===== src/rtl/ifetch_queue_pkg.sv =====
// Shared definitions for the prefetching instruction fetch unit:
// fetch FSM states and the instruction-length marker bit.
package ifetch_queue_pkg;

  typedef enum logic [1:0] {
    S_FETCH    = 2'd0,
    S_FULL     = 2'd1,
    S_REDIRECT = 2'd2
  } state_t;

  // Set in the first word of an instruction when a second word follows.
  localparam int INSN_LONG_BIT = 0;

endpackage


===== src/rtl/ifetch_queue_if.sv =====
// Bus, redirect and decode-side signals of the fetch unit, bundled so the
// fetch unit (master) and its environment (slave) share one port.
interface ifetch_queue_if #(
  parameter int unsigned AW = 32
);
  // Handshakes: a bus word transfers on every rising edge where
  // bus_cyc && bus_ack (bus_in valid in that same cycle); an instruction is
  // consumed on every rising edge where ir_valid && !stall_i; pc_set is a
  // single-cycle command that always takes effect and overrides both.
  logic          bus_cyc;
  logic [AW-1:0] bus_adr;
  logic          bus_ack;
  logic [31:0]   bus_in;
  logic          pc_set;
  logic [AW-1:0] pc_in;
  logic          stall_i;
  logic [63:0]   ir;
  logic [AW-1:0] pc;
  logic          ir_valid;
  logic          stall_o;

  modport master (
    output bus_cyc, bus_adr, ir, pc, ir_valid, stall_o,
    input  bus_ack, bus_in, pc_set, pc_in, stall_i
  );

  modport slave (
    input  bus_cyc, bus_adr, ir, pc, ir_valid, stall_o,
    output bus_ack, bus_in, pc_set, pc_in, stall_i
  );

endinterface


===== src/rtl/ifetch_queue_fetch_fifo.sv =====
// Prefetch word queue: DEPTH x 32 circular buffer exposing the head word and
// the one behind it so a two-word instruction can be popped in one cycle.
module ifetch_queue_fetch_fifo #(
  parameter  int unsigned DEPTH = 4,
  localparam int unsigned PW    = $clog2(DEPTH),
  localparam int unsigned CW    = PW + 1
) (
  input  logic          clk_i,
  input  logic          rst_i,
  input  logic          push_i,
  input  logic [31:0]   wdata_i,
  input  logic          pop1_i,
  input  logic          pop2_i,
  input  logic          flush_i,
  output logic [31:0]   head_o,
  output logic [31:0]   head1_o,
  output logic [CW-1:0] count_o,
  output logic [CW-1:0] count_d_o
);

  logic [31:0]   mem_q [DEPTH];
  logic [PW-1:0] wr_ptr_q, wr_ptr_d;
  logic [PW-1:0] rd_ptr_q, rd_ptr_d;
  logic [CW-1:0] count_q, count_d;
  logic [CW-1:0] pop_cnt;

  // DEPTH is a power of two, so pointer overflow is the wrap-around.
  always_comb begin
    pop_cnt  = pop2_i ? CW'(2) : (pop1_i ? CW'(1) : '0);
    wr_ptr_d = wr_ptr_q + PW'(push_i);
    rd_ptr_d = rd_ptr_q + PW'(pop_cnt);
    count_d  = count_q + CW'(push_i) - pop_cnt;
    if (flush_i) begin
      wr_ptr_d = '0;
      rd_ptr_d = '0;
      count_d  = '0;
    end
  end

  always_ff @(posedge clk_i or posedge rst_i) begin
    if (rst_i) begin
      wr_ptr_q <= '0;
      rd_ptr_q <= '0;
      count_q  <= '0;
    end else begin
      wr_ptr_q <= wr_ptr_d;
      rd_ptr_q <= rd_ptr_d;
      count_q  <= count_d;
    end
  end

  always_ff @(posedge clk_i) begin
    if (push_i && !flush_i) mem_q[wr_ptr_q] <= wdata_i;
  end

  assign head_o    = mem_q[rd_ptr_q];
  assign head1_o   = mem_q[rd_ptr_q + PW'(1)];
  assign count_o   = count_q;
  assign count_d_o = count_d;

endmodule


===== src/rtl/ifetch_queue.sv =====
// Instruction fetch unit: streams bus words into a prefetch queue, assembles
// 32/64-bit instructions at its head and redirects on a later-stage branch.
module ifetch_queue
  import ifetch_queue_pkg::*;
#(
  parameter int unsigned   AW       = 32,
  parameter int unsigned   DEPTH    = 4,
  parameter logic [AW-1:0] RESET_PC = '0
) (
  input  logic           clk_i,
  input  logic           rst_i,
  ifetch_queue_if.master bus,
  output state_t         state_o
);

  localparam int unsigned CW = $clog2(DEPTH) + 1;

  state_t        state_q;
  logic [AW-1:0] fetch_adr_q;
  logic [AW-1:0] head_pc_q;
  logic [63:0]   ir_q;
  logic [AW-1:0] pc_q;
  logic          ir_valid_q;

  logic [31:0]   head, head1;
  logic [CW-1:0] count, count_d;
  logic          is_long, avail, load, push, pop1, pop2;
  logic [AW-1:0] target;

  // Only words already queued at the start of the cycle can be issued.
  assign is_long = head[INSN_LONG_BIT];
  assign avail   = is_long ? (count >= CW'(2)) : (count != '0);
  assign load    = avail && (!ir_valid_q || !bus.stall_i) && !bus.pc_set;
  assign push    = (state_q == S_FETCH) && bus.bus_ack && !bus.pc_set;
  assign pop1    = load && !is_long;
  assign pop2    = load && is_long;
  assign target  = bus.pc_in & ~AW'(3);

  ifetch_queue_fetch_fifo #(.DEPTH(DEPTH)) u_fifo (
    .clk_i     (clk_i),
    .rst_i     (rst_i),
    .push_i    (push),
    .wdata_i   (bus.bus_in),
    .pop1_i    (pop1),
    .pop2_i    (pop2),
    .flush_i   (bus.pc_set),
    .head_o    (head),
    .head1_o   (head1),
    .count_o   (count),
    .count_d_o (count_d)
  );

  always_ff @(posedge clk_i or posedge rst_i) begin
    if (rst_i) begin
      state_q     <= S_FETCH;
      fetch_adr_q <= RESET_PC;
      head_pc_q   <= RESET_PC;
      ir_q        <= '0;
      pc_q        <= RESET_PC;
      ir_valid_q  <= 1'b0;
    end else if (bus.pc_set) begin
      // Redirect wins over stall and ack; a word acked now is dropped.
      state_q     <= S_REDIRECT;
      fetch_adr_q <= target;
      head_pc_q   <= target;
      ir_valid_q  <= 1'b0;
    end else begin
      unique case (state_q)
        S_FETCH:    if (count_d == CW'(DEPTH)) state_q <= S_FULL;
        S_FULL:     if (count_d < CW'(DEPTH))  state_q <= S_FETCH;
        S_REDIRECT: state_q <= S_FETCH;
        default:    state_q <= S_FETCH;
      endcase
      if (push) fetch_adr_q <= fetch_adr_q + AW'(4);
      if (load) begin
        ir_q       <= is_long ? {head1, head} : {32'h0, head};
        pc_q       <= head_pc_q;
        head_pc_q  <= head_pc_q + (is_long ? AW'(8) : AW'(4));
        ir_valid_q <= 1'b1;
      end else if (!bus.stall_i) begin
        ir_valid_q <= 1'b0;
      end
    end
  end

  assign bus.bus_cyc  = (state_q == S_FETCH);
  assign bus.bus_adr  = fetch_adr_q;
  assign bus.ir       = ir_q;
  assign bus.pc       = pc_q;
  assign bus.ir_valid = ir_valid_q;
  assign bus.stall_o  = !ir_valid_q;
  assign state_o      = state_q;

endmodule


===== src/flat_wrapper.sv =====
// flat-port wrapper written by rule: the top's interface ports become plain ports
module ifetch_queue_flat import ifetch_queue_pkg::*;
#(
  parameter int unsigned   AW       = 32,
  parameter int unsigned   DEPTH    = 4,
  parameter logic [AW-1:0] RESET_PC = '0
)
  (clk_i, rst_i, state_o, bus_bus_cyc, bus_bus_adr, bus_ir, bus_pc, bus_ir_valid, bus_stall_o, bus_bus_ack, bus_bus_in, bus_pc_set, bus_pc_in, bus_stall_i);
  ifetch_queue_if #(.AW(AW)) bus_i ();
  input  logic clk_i;
  input  logic rst_i;
  output state_t state_o;
  output wire logic [$bits(bus_i.bus_cyc)-1:0] bus_bus_cyc;
  output wire logic [$bits(bus_i.bus_adr)-1:0] bus_bus_adr;
  output wire logic [$bits(bus_i.ir)-1:0] bus_ir;
  output wire logic [$bits(bus_i.pc)-1:0] bus_pc;
  output wire logic [$bits(bus_i.ir_valid)-1:0] bus_ir_valid;
  output wire logic [$bits(bus_i.stall_o)-1:0] bus_stall_o;
  input wire logic [$bits(bus_i.bus_ack)-1:0] bus_bus_ack;
  input wire logic [$bits(bus_i.bus_in)-1:0] bus_bus_in;
  input wire logic [$bits(bus_i.pc_set)-1:0] bus_pc_set;
  input wire logic [$bits(bus_i.pc_in)-1:0] bus_pc_in;
  input wire logic [$bits(bus_i.stall_i)-1:0] bus_stall_i;
  assign bus_bus_cyc = bus_i.bus_cyc;
  assign bus_bus_adr = bus_i.bus_adr;
  assign bus_ir = bus_i.ir;
  assign bus_pc = bus_i.pc;
  assign bus_ir_valid = bus_i.ir_valid;
  assign bus_stall_o = bus_i.stall_o;
  assign bus_i.bus_ack = bus_bus_ack;
  assign bus_i.bus_in = bus_bus_in;
  assign bus_i.pc_set = bus_pc_set;
  assign bus_i.pc_in = bus_pc_in;
  assign bus_i.stall_i = bus_stall_i;
  ifetch_queue #(.AW(AW), .DEPTH(DEPTH), .RESET_PC(RESET_PC)) u_core (.clk_i(clk_i), .rst_i(rst_i), .bus(bus_i), .state_o(state_o));
endmodule

===== config.mk =====
export PLATFORM = sky130hd
export DESIGN_NAME = ifetch_queue_flat
export DESIGN_NICKNAME = d
export VERILOG_FILES = /design/src/rtl/ifetch_queue_pkg.sv /design/src/rtl/ifetch_queue_if.sv /design/src/rtl/ifetch_queue_fetch_fifo.sv /design/src/rtl/ifetch_queue.sv /design/src/flat_wrapper.sv
export SDC_FILE = /design/constraint.sdc
export NUM_CORES = 1
export LEC_CHECK = 0
export ABC_AREA = 1
export CAP_MARGIN = 5
export CORE_UTILIZATION = 30
export CTS_CLUSTER_DIAMETER = 80
export DETAILED_ROUTE_END_ITERATION = 16
export PLACE_DENSITY_LB_ADDON = 0.12
export SLEW_MARGIN = 20
export SYNTH_ARGS = -nofsm -noshare
export SYNTH_HDL_FRONTEND = slang
export SYNTH_SLANG_ARGS = --single-unit

===== constraint.sdc =====
create_clock -name clk_i -period 6.5 [get_ports clk_i]
set_input_delay 1.95 -clock clk_i [delete_from_list [all_inputs] [get_ports clk_i]]
set_output_delay 1.95 -clock clk_i [all_outputs]
set_load 0.02 [all_outputs]

## After elaboration in Yosys (flattened, before gate mapping)

Memory sizes are Yosys's and may differ from the RTL's.
Cells that the tools add are included.

- Bits in registers: 170
- Memory bits (writable): 128
- Memories: 1

Memories:

| name | depth | bits a word | rd ports | clocked after Yosys merged registers in | wr ports | line | RTL |
|---|---|---|---|---|---|---|---|
| u_core.u_fifo.mem_q | 4 | 32 | 2 | 0 | 1 | ifetch_queue_fetch_fifo.sv:21 | `logic [31:0] mem_q [DEPTH];` |

- Add/subtract/negate cells: 7
- Magnitude comparators: 2
- Eq/ne operators: 5
- Multiplexer cells: 21
- Bitwise gates (word level): 1
- Reductions and logical operators: 18

Operators by type and width:

| cell | number |
|---|---|
| 2-to-1 mux 32 bit | 4 |
| 2-to-1 mux 64 bit | 1 |
| adder 32 x 3 -> 32 bit (second input constant) | 1 |
| adder 32 bit | 1 |
| 2-to-1 mux 2 bit | 5 |
| logical AND 1 bit | 7 |
| 2-to-1 mux 1 bit | 7 |
| 2-to-1 mux 3 bit | 2 |
| != test 3 x 2 -> 1 bit (second input constant) | 2 |
| logical NOT 1 bit | 4 |
| 2-to-1 mux 4 bit | 1 |
| case mux 2 bit (2 select lines) | 1 |
| AND reduction 2 bit | 2 |
| nonzero test 2 bit | 2 |
| adder 3 x 1 -> 3 bit | 1 |
| equality test 3 bit (second input constant) | 1 |
| >= comparator 3 x 2 -> 1 bit (second input constant) | 1 |
| < comparator 3 bit (second input constant) | 1 |
| != test 3 x 1 -> 1 bit (second input constant) | 1 |
| nonzero test 3 bit | 1 |
| subtractor 3 bit | 1 |
| adder 2 x 1 -> 2 bit | 1 |
| adder 2 x 1 -> 2 bit (second input constant) | 1 |
| adder 2 bit | 1 |
| 4 further kinds | 4 |

## Depth between registers and ports, before layout

- Depth in word-level cells: 13
- Depth in mapped cells: 21
- Gate-level depth less buffers: 20

## By module

Synthesis repeated with hierarchy kept, for this count alone.

- Cell total of the unflattened synthesis: 1672
- Area, all modules: 14452.6 um^2

Modules (own cells, without submodules):

| module | times used | cells an instance | area an instance (um^2) | seq. area each (um^2) |
|---|---|---|---|---|
| ifetch_queue | 1 | 998 | 7906.3 | 3928.8 |
| ifetch_queue_fetch_fifo | 1 | 674 | 6546.3 | 4018.9 |

## Least setup slack after synthesis

No wires, ideal clock.

- Path kind: input -> register
- Start point: input port bus_pc_set
- End point: memory u_core.u_fifo.mem_q[0][0] (enable)
- Setup time: 0.461 ns
- Arrival time: 4.866 ns
- Required time: 6.039 ns
- Slack: 1.173 ns
- Cell stages on the path: 5
- Path through: buf_2 nor2_2 inv_1 clkbuf_1 nor3_1

- Word-level cells in the longest chain between the ends: 5

Ends and longest elaborated chain:

| item | line | RTL |
|---|---|---|
| from (decl) | flat_wrapper.sv:21 | `input wire logic [$bits(bus_i.pc_set)-1:0] bus_pc_set;` |
| logical NOT 1 bit (*) | ifetch_queue_fetch_fifo.sv:53, ifetch_queue.sv:34 |  |
| logical AND 1 bit | ifetch_queue.sv:34 | `assign push = (state_q == S_FETCH) && bus.bus_ack && !bus.pc_set;` |
| logical AND 1 bit (*) | ifetch_queue_fetch_fifo.sv:53 | `if (push_i && !flush_i) mem_q[wr_ptr_q] <= wdata_i;` |
| 2-to-1 mux 1 bit (*) | ifetch_queue_fetch_fifo.sv:53 |  |
| 2-to-1 mux 1 bit (implied by the code) (*) | ifetch_queue_fetch_fifo.sv:53 |  |
| to (decl) | ifetch_queue_fetch_fifo.sv:21 |  |

Every way passes the cells marked *; elsewhere a longest branch is shown, timed or not.

## Worst setup path after layout

- Start point: input port bus_bus_ack
- End point: register u_core.state_q[0], in the netlist u_core.state_o[0]

- Word-level cells in the longest chain between the ends: 8
- Elaborated cells between the ends (all ways): 10
- Those cells by class: 2 x add/sub; 1 x order compare; 3 x eq/ne; 1 x mux; 3 x reduce/logical

Ends and longest elaborated chain:

| item | line | RTL |
|---|---|---|
| from (decl) | flat_wrapper.sv:19 | `input wire logic [$bits(bus_i.bus_ack)-1:0] bus_bus_ack;` |
| logical AND 1 bit (*) (2 in a row) | ifetch_queue.sv:34 |  |
| adder 3 x 1 -> 3 bit (*) | ifetch_queue_fetch_fifo.sv:32 | `count_d = count_q + CW'(push_i) - pop_cnt;` |
| subtractor 3 bit (*) | ifetch_queue_fetch_fifo.sv:32 |  |
| 2-to-1 mux 3 bit (*) | ifetch_queue_fetch_fifo.sv:33 | `if (flush_i) begin` |
| < comparator 3 bit / equality test 3 bit (equally long branches) | ifetch_queue.sv:70, ifetch_queue.sv:69 |  |
| != test 3 x 2 -> 1 bit (no line) / != test 3 x 1 -> 1 bit (equally long branches) | - |  |
| AND reduction 2 bit (no line) (*) | - |  |
| to (signal assigned) | ifetch_queue.sv:70 | `S_FULL: if (count_d < CW'(DEPTH)) state_q <= S_FETCH;` |
| to (signal assigned) | ifetch_queue.sv:71 | `S_REDIRECT: state_q <= S_FETCH;` |
| to (signal assigned) | ifetch_queue.sv:72 | `default: state_q <= S_FETCH;` |
| to (decl) | ifetch_queue.sv:18 | `state_t state_q;` |

Marks and branches as above.
A chain may end at the register's enable or synchronous reset.

==> impl_metrics.yaml <==
placed_design:
  io_buffers: 195
  hpwl_mm: 28.03
  globalplace.congestion: 0.8901
hold_path:
  hold_end: "u_core.bus.ir[2]"
  hold_depth: 2
  worstHoldPathType: "flop to flop"
  hold_path.startpoint: "u_core.bus.ir[2]"
routing:
  drc: 0
  first_pass_iters: 7
  postRouteAntennaNets: 0
  via_count: 11510
  via_per_inst: 4.775
  wire_per_inst_um: 17.81
  drt_iter0_drc: 724
  drt_wl_total_mm: 42.94
timing:
  tightest_slew_ps: 1087
  fin_setup_tns_ps: 0
  setup_violations: 0
  period_needed_ps: 4077
  maxSlewViolCount: 0
  fmax_mhz: 245.3
  period_share: 0.6273
  whs_ps: 475.4
  rsz0062_at_grt: "false"
  worst_clock_skew_ps: 17.17
  hold_viol: 0
  maxSlewHeadroom: 0.2756
power_and_ir_drop:
  power_per_cell_area_nw_per_um2: 427.8
  p_int_uw: 4654
  p_sw_uw: 2937
  ir_worst_vdd_uv: 263.4
  leakage_uw: 0.007552
  power_frac_comb: 0.371
  clock_power_share: 0.267
  p_sw_frac: 0.3869
  power_frac_seq: 0.362
die:
  ios: 202
  start_util: 0.3066
  die_w_um: 218.3
  core_area_um2: 45770
  die_area_um2: 47640
  dieHeight_um: 218.3
  placementRows: 78
cts:
  clock_sink_count: 292
  cts_tree: "built"
  numCtsBuffers: 38
  root_buffer: "clkbuf_16"
  clock_latency_ps: 540
  clk_path_buf_depth: 3
  path_clk_slew_ps: 60
  post_cts_buffers: 0
  cts_max_level: 2
  cts_hold_buf: 0
  cts_resized: 0
synth:
  ys_seq_area_frac: 0.5664
  synthTopCellsByCount: "nand2_1, dfrtp_1, inv_1, o21ai_0, edfxtp_1"
  synth_cell_types: 38
  synthArstFlopShare: 0.5616
  synth_area_um2: 14030
  synthCells: 1609
  synth_flop_cell: "dfrtp_1"
  ys_ff_latch: 292
  avgSynthCellArea_um2: 8.721
  synth_most_common_cell: "nand2_1"
  synth_top_area_share: 0.2925
  synth_edf_count: 128
  yosysTopAreaCell: "dfrtp_1"
  ys_warn_count: 0
  synth.area.top_cells: "dfrtp_1, edfxtp_1, nand2_1, o21ai_0, nand3_1"
critical_path:
  cp-start-kind: "primary input"
  r2r_slack_ps: 2540
  required_ps: 6960
  reg2regPathDepth: 14
  endpoint_kind: "flop"
  timing.rr.start: "u_core.u_fifo.rd_ptr_q[0]"
  path_cells: "clkdlybuf4s50_1 -> nand2_1 -> nor2_2 -> buf_4 -> inv_1 -> ha_1 -> inv_1 -> ha_1 -> inv_1 -> fa_1 -> a31oi_1 -> nor3_1"
  crit_type: "primary input to flop"
  cp_slowest_cell: "fa_1"
  r2r-end: "u_core.head_pc_q[16]"
  arrival_ps: 4540
  worstPathBufferInverterCount: 5
  cp_max_fo: 18
  slowest_delay_ps: 500
  crit_path_frequent_cell: "inv_1"
  path_delay_family: "buffers and inverters"
job:
  maxCapViolCount: 0
layout:
  final_util: 0.3876
  syn_to_final_growth_pct: 26.44
  nets: 1860
  layout-drive-gt1-share: 0.05086
global_routing:
  grtUsageTotal: 0.1823
  grt_pass1_vias: 11340
  grt_pass1_wl_mm: 66.08
  grt_max_degree: 100
  antenna_found_initial: 2
  gr-total-overflow: 0
run_status:
  status: "finished, final reports clean"
==> cell families (layout without fill, tap and decap cells) <==
| kind of cell | count (synthesis) | count (layout) | synth area share |
|---|---|---|---|
| AND/OR/NAND/NOR | 772 | 772 | 0.2254 |
| flip-flops | 292 | 292 | 0.5664 |
| AO/OA/AOI/OAI | 261 | 261 | 0.1076 |
| buffers and inverters | 239 | 436 | 0.06910 |
| XOR/XNOR | 34 | 34 | 0.02122 |
| adder cells (fa/ha/maj) | 10 | 10 | 0.009987 |
| other | 1 | 6 | 0.0002672 |
==> state kept, by name, indices dropped and copies added, names as in the netlist <==
name and count:
u_core.head_pc_q 30, u_core.u_fifo.rd_ptr_q 2, u_core.u_fifo.count_o 3, u_core.bus.pc 30, u_core.bus.ir_valid 1, u_core.u_fifo.mem_q 128
u_core.bus.ir 64, u_core.bus.bus_adr 30, u_core.state_o 2, u_core.u_fifo.wr_ptr_q 2
==> per-stage QoR <==
step,total power (uW),cell area [um2],std cells,setup slack (ps)
final,7591,17740,2411,2423
after global routing,8123,17740,2409,2191
after CTS,7739,17740,2409,2422
after detailed placement,5660,16540,2341,1846
after global placement,5636,16540,2341,1848
after floorplan,4435,14040,1612,116.7
==> power groups by stage <==
stage | Sequential (uW) | Clock, uW | Combinational [uW]
final | 2750 | 2030 | 2820
after global routing | 2810 | 2160 | 3150
after CTS | 2760 | 2090 | 2890
after detailed placement | 2780 | 0 | 2880
after global placement | 2780 | 0 | 2850
after floorplan | 2990 | 0 | 1450
==> cells in the final DEF, fill, tap and decap left out, types with 3 or more instances in the layout <==
cell type and count:
nand2_1 489, clkdlybuf4s50_1 194, dfrtp_1 162, o21ai_0 152
inv_1 151, edfxtp_1 128, nand3_1 123, nor2_1 116
clkbuf_16 39, o211ai_1 29, xor2_1 27, a21oi_1 26
o22ai_1 22, a22o_1 21, nor3_1 16, buf_4 16
ha_1 8, clkbuf_1 8, nand4_1 7, nand3b_1 7
xnor2_1 7, clkinv_1 6, clkinv_2 5, nand2_2 4
nor3_2 4, conb_1 4, inv_2 3, a31oi_1 3
o221ai_1 3, o21bai_1 3, clkinvlp_4 3, clkbuf_8 3
==> worst max-delay path by stage <==
stage | from | end | slack, ps | cells past startpoint
2_1_floorplan | rst_i | u_core.bus.bus_adr[10] | 120 | 1
3_3_place_gp | bus_bus_ack | u_core.state_o[0] | 1850 | 12
3_5_place_dp | bus_bus_ack | u_core.state_o[0] | 1850 | 12
4_1_cts | u_core.u_fifo.rd_ptr_q[0] | u_core.head_pc_q[16] | 2420 | 14
5_1_grt | u_core.u_fifo.rd_ptr_q[0] | u_core.head_pc_q[16] | 2190 | 16
6_report | bus_bus_ack | u_core.state_o[0] | 2420 | 12
==> layer usage <==
layer	GRT usage	wire length (um)	vias to the layer above
met2	0.3170	21340	223
met5	0	17	-
met4	0.06294	1092	2
met3	0.03271	1866	63
met1	0.2256	18630	5569
li1	-	-	5655
==> worst min-delay path, cell delays in order (launching register included) <==
cell and delay (ps):
dfrtp_1 340, nand2_1 50, nand2_1 50
==> cell type report <==
type	instances	area [um2]
Timing Repair Buffer	212	2087
Clock inverter	18	150.1
Antenna cell	2	5.005
Fill cell	4616	28030
Clock buffer	50	1047
Multi-Input combinational cell	1081	5156
Inverter	156	593.1
Sequential cell	292	7953
Tap cell	600	750.7
(Power assumes the default switching activity.)
